`src/rtl/cdc_tx.sv`:
```
// cdc_tx: transmit half of a 4-phase request/acknowledge CDC handshake.
// Upstream words arrive on a valid/ready interface. Each accepted word is
// captured into o_dat and held stable while o_vld/o_rdy complete a full
// 4-phase round trip. The acknowledge comes in asynchronously from the peer
// domain and passes through a SYNC_DP-deep synchroniser before any logic
// uses it. An acknowledge seen while idle latches a sticky error flag.
module cdc_tx #(
  parameter int DW      = 32,
  parameter int SYNC_DP = 2
) (
  input  logic          clk,
  input  logic          rst,
  input  logic          i_vld,
  output logic          i_rdy,
  input  logic [DW-1:0] i_dat,
  output logic          o_vld,
  input  logic          o_rdy,
  output logic [DW-1:0] o_dat,
  output logic          err
);

  typedef enum logic [1:0] {
    IDLE    = 2'd0,
    REQ     = 2'd1,
    RELEASE = 2'd2
  } state_t;

  state_t state;
  state_t state_nxt;

  logic [SYNC_DP-1:0] sync_q;
  logic               rdy_s;

  logic               o_vld_nxt;
  logic               load;
  logic               err_set;
  logic               accept;

  // Shift the asynchronous acknowledge through the synchroniser chain.
  always_ff @(posedge clk or posedge rst) begin
    if (rst) begin
      sync_q <= '0;
    end else begin
      sync_q <= {sync_q[SYNC_DP-2:0], o_rdy};
    end
  end

  assign rdy_s = sync_q[SYNC_DP-1];

  // Ready only when idle with the previous acknowledge seen low; held low in reset.
  assign i_rdy  = (state == IDLE) && !rdy_s && !rst;
  assign accept = i_vld && i_rdy;

  // Next-state and next-request decode for the 4-phase sequence.
  always_comb begin
    state_nxt = state;
    o_vld_nxt = o_vld;
    load      = 1'b0;
    err_set   = 1'b0;
    unique case (state)
      IDLE: begin
        if (rdy_s) begin
          err_set = 1'b1;
        end else if (accept) begin
          load      = 1'b1;
          o_vld_nxt = 1'b1;
          state_nxt = REQ;
        end
      end
      REQ: begin
        if (rdy_s) begin
          o_vld_nxt = 1'b0;
          state_nxt = RELEASE;
        end
      end
      RELEASE: begin
        if (!rdy_s) begin
          state_nxt = IDLE;
        end
      end
      default: begin
        o_vld_nxt = 1'b0;
        state_nxt = IDLE;
      end
    endcase
  end

  // State register plus the registered request so o_vld is a clean flop output.
  always_ff @(posedge clk or posedge rst) begin
    if (rst) begin
      state <= IDLE;
      o_vld <= 1'b0;
    end else begin
      state <= state_nxt;
      o_vld <= o_vld_nxt;
    end
  end

  // Capture the data word only on an accept; it stays put until the next one.
  always_ff @(posedge clk or posedge rst) begin
    if (rst) begin
      o_dat <= '0;
    end else if (load) begin
      o_dat <= i_dat;
    end
  end

  // Sticky error on an acknowledge that arrives with no request outstanding.
  always_ff @(posedge clk or posedge rst) begin
    if (rst) begin
      err <= 1'b0;
    end else if (err_set) begin
      err <= 1'b1;
    end
  end

endmodule

```
`config.mk`:
```
export PLATFORM = sky130hd
export DESIGN_NAME = cdc_tx
export DESIGN_NICKNAME = d
export VERILOG_FILES = /design/src/rtl/cdc_tx.sv
export SDC_FILE = /design/constraint.sdc
export NUM_CORES = 1
export LEC_CHECK = 0
export ABC_AREA = 0
export BUFFER_PORTS_ARGS = -buffer_cell sky130_fd_sc_hd__buf_4
export CAP_MARGIN = 20
export CORE_ASPECT_RATIO = 1.5
export CORE_MARGIN = 4
export CORE_UTILIZATION = 41
export CTS_BUF_LIST = sky130_fd_sc_hd__clkbuf_8 sky130_fd_sc_hd__clkbuf_16
export DETAILED_ROUTE_END_ITERATION = 10
export HOLD_SLACK_MARGIN = 0.15
export PLACE_DENSITY = 0.74
export SLEW_MARGIN = 20
export SYNTH_ARGS = -nofsm -noshare
export SYNTH_HDL_FRONTEND = slang
export SYNTH_SLANG_ARGS = --single-unit
```
`constraint.sdc`:
```
create_clock -name clk -period 1.4 [get_ports clk]
set_input_delay 0.07 -clock clk [delete_from_list [all_inputs] [get_ports clk]]
set_output_delay 0.07 -clock clk [all_outputs]
set_load 0.05 [all_outputs]
```
==> metrics.yaml <==
floorplanning:
  rows: 27
  core_um2: 3649
  fp.dieW_um: 58.01
  io_pins: 71
  chipHeight_um: 83.01
  die_area_um2: 4815
  initial_core_util_pct: 42.15
power_and_ir_drop:
  internal_power_uw: 2818
  p_sw_uw: 1928
  p_per_area_nw_per_um2: 1817
  combPwrFrac_pct: 47.9
  leakage_uw: 0.001362
  clkPwrFrac_pct: 18.5
  seq_power_share_pct: 33.6
  switching_share_pct: 40.63
  finalPower_uw: 4746
  max-vdd-ir-drop_mv: 1.223
worst_setup_path:
  r2r_end: "o_dat[20]$_DFFE_PP0P_"
  r2r_slack_ps: -50
  path_class: "reg -> reg"
  endpoint_kind: "flip-flop"
  rr_worst_depth: 4
  startpoint_type: "flip-flop"
  required_ps: 1570
  r2r_start: "state[1]$_DFFE_PP0P_"
  critical_path.startpoint: "state[1]$_DFFE_PP0P_"
  crit_end: "o_dat[20]$_DFFE_PP0P_"
  worstPathArrival_ps: 1620
  crit_path_max_fanout: 33
cts:
  cts_buffers: 5
  h-tree-depth: 2
  cts_root_buffer: "clkbuf_8"
  post_cts_buffers: 0
  cts.sinks: 38
  cts_tree: "built"
  cts_buffer_depth: 2
  worstSkewPairLatency_ps: 280
  clk_pin_slew_ps: 70
route:
  num_vias: 1124
  drcViolationCount: 0
  firstDrtPassIters: 3
  via_per_inst: 4.569
  drt_iter0_markers: 26
  wl_um: 3713
  routedWlPerCell_um: 15.09
  drtAntennaViolNets: 0
sta:
  finalSetupTns_ps: -1192
  tightest_slew_ps: 250.9
  relSlewSlack_pct: 83.28
  finalCritPeriodShare_pct: 103.7
  layout_setup_ws_ps: -51.52
  timing_max_transition_violations_final: 0
  finClkSkew_ps: 4.245
  max_freq_mhz: 688.9
  fin_crit_ps: 1452
  setup_viol: 32
  rsz0062_at_grt: "yes"
  hold_violations: 0
finish:
  drive_gt1_share_pct: 57.64
  n_fill_cell: 238
  antenna_cells: 0
  post-route-util_pct: 71.60
  areaGrowthSynthToFinish_pct: 69.89
  final_cells: 246
  nNetsFinal: 238
placed_design:
  dp_hpwl_um: 2443
  port_buffers: 70
  dp_slack_ps: -39.65
  routabilityCongestion: 0.7447
  dp_cells: 203
synthesis:
  async_reset_ff_share_pct: 100.0
  syn_inst: 86
  synthFlopType: "dfrtp_1"
  synth.avg_cell_area_um2: 17.88
  yosysTopAreaCell: "dfrtp_1"
  synth-edff-count: 0
  synth_top_area_share_pct: 61.84
  syn_nets: 122
  yosysSeqAreaShare_pct: 61.84
  synth_seq_cells: 38
  synthTopCellsByCount: "38 x dfrtp_1, 29 x mux2_4, 3 x buf_6, 3 x mux2_2, 3 x nor2_1"
  yosysMostFrequentCell: "dfrtp_1"
  synth_area_leaders: "dfrtp_1 62%, mux2_4 28%, buf_6 2.2%"
  ys_types: 14
  yosys_warnings: 0
  netlist_area_um2: 1538
global_route:
  grt_max_degree: 34
  overflow: 0
  grt_pass1_wl_um: 6037
  grt_pass1_vias: 1255
  grt.total_usage_pct: 16.55
  antenna_found_initial: 0
outcome:
  status: "complete, but fails checks"
  violations: "setup timing"
hold_path:
  hold_class: "in -> reg"
run:
  cap_violations: 0
[what timing repair did]
item	4_1_cts	5_1_grt
hold buffers	35	0
endpoints found under the setup margin	33	33
gates resized for setup	1	1
hold endpoints to repair	72	0
[registers in the layout, summed over array words and instances, names as in the netlist]
signal,count
err,1
o_dat,32
o_vld,1
state,2
sync_q,2
[layer usage]
metal  GRT usage (%)  vias to the layer above  part of all wire, %
met3           5.132                        7                  7.6
met2           26.13                       48                   51
li1                -                      523                    -
met1           19.92                      546                   39
met4           8.228                        0                  2.2
met5               0                        -                    0
[logic make-up (layout without fill, tap and decap cells)]
kind of cell | after synthesis | in the layout | share of synthesized area (%)
flip-flops | 38 | 38 | 61.84
multiplexers | 32 | 32 | 30.51
AND/OR/NAND/NOR | 9 | 9 | 3.825
buffers and inverters | 4 | 121 | 2.441
AO/OA/AOI/OAI | 2 | 2 | 0.8135
XOR/XNOR | 1 | 1 | 0.5697
[area by class of cell]
| cell class | instances | area, um2 | area share, % |
|---|---|---|---|
| Clock inverter | 3 | 37.54 | 1.437 |
| Sequential cell | 38 | 950.9 | 36.40 |
| Tap cell | 43 | 53.80 | 2.059 |
| Inverter | 1 | 3.754 | 0.1437 |
| Multi-Input combinational cell | 44 | 549.3 | 21.02 |
| Clock buffer | 5 | 68.82 | 2.634 |
| Timing Repair Buffer | 112 | 948.4 | 36.30 |
[placed cells by master, fill, tap and decap left out]
master / instances
a21o_1: 1
mux2_2: 3
dlygate4sd3_1: 35
dfrtp_1: 38
nor4_4: 1
bufinv_16: 1
a21oi_1: 1
nor2b_1: 1
mux2_4: 29
xor2_1: 1
nand2_2: 1
buf_8: 1
buf_12: 1
buf_4: 75
nand2_1: 2
inv_1: 3
and2_1: 1
nor2_1: 3
clkbuf_8: 5
[how the worst min path moves through the flow]
stage                      from                    end  slack, ps  depth (start not counted)
after global placement      rst  o_dat[25]$_DFFE_PP0P_        160                          3
after CTS                   rst      o_vld$_DFFE_PP0P_        260                          5
final                       rst      o_vld$_DFFE_PP0P_        280                          5
after floorplan           o_rdy    sync_q[0]$_DFF_PP0_        100                          0
after detailed placement    rst  o_dat[25]$_DFFE_PP0P_        160                          3
after global routing        rst      o_vld$_DFFE_PP0P_        280                          5
[power by group through the flow]
stage	clock network, uW	registers [uW]	logic, uW
global placement	0	1590	2170
detailed placement	0	1600	2190
finish	879	1590	2270
floorplan	0	2620	487
CTS	906	1590	2280
global route	956	1630	2340
[critical path, stage by stage (launching register included)]
cell and delay, ps:
dfrtp_1 410, nor4_4 290, nand2_2 100, buf_12 190
mux2_4 320
[through the flow]
| stage | hold slack [ps] | cell area [um2] |
|---|---|---|
| after floorplan | 101.4 | 1538 |
| after global placement | 157.3 | 2148 |
| after detailed placement | 159.6 | 2148 |
| after CTS | 262.5 | 2609 |
| after global routing | 277.4 | 2613 |
| final | 276.3 | 2613 |
No activity file was read; power rests on OpenSTA's default activity.
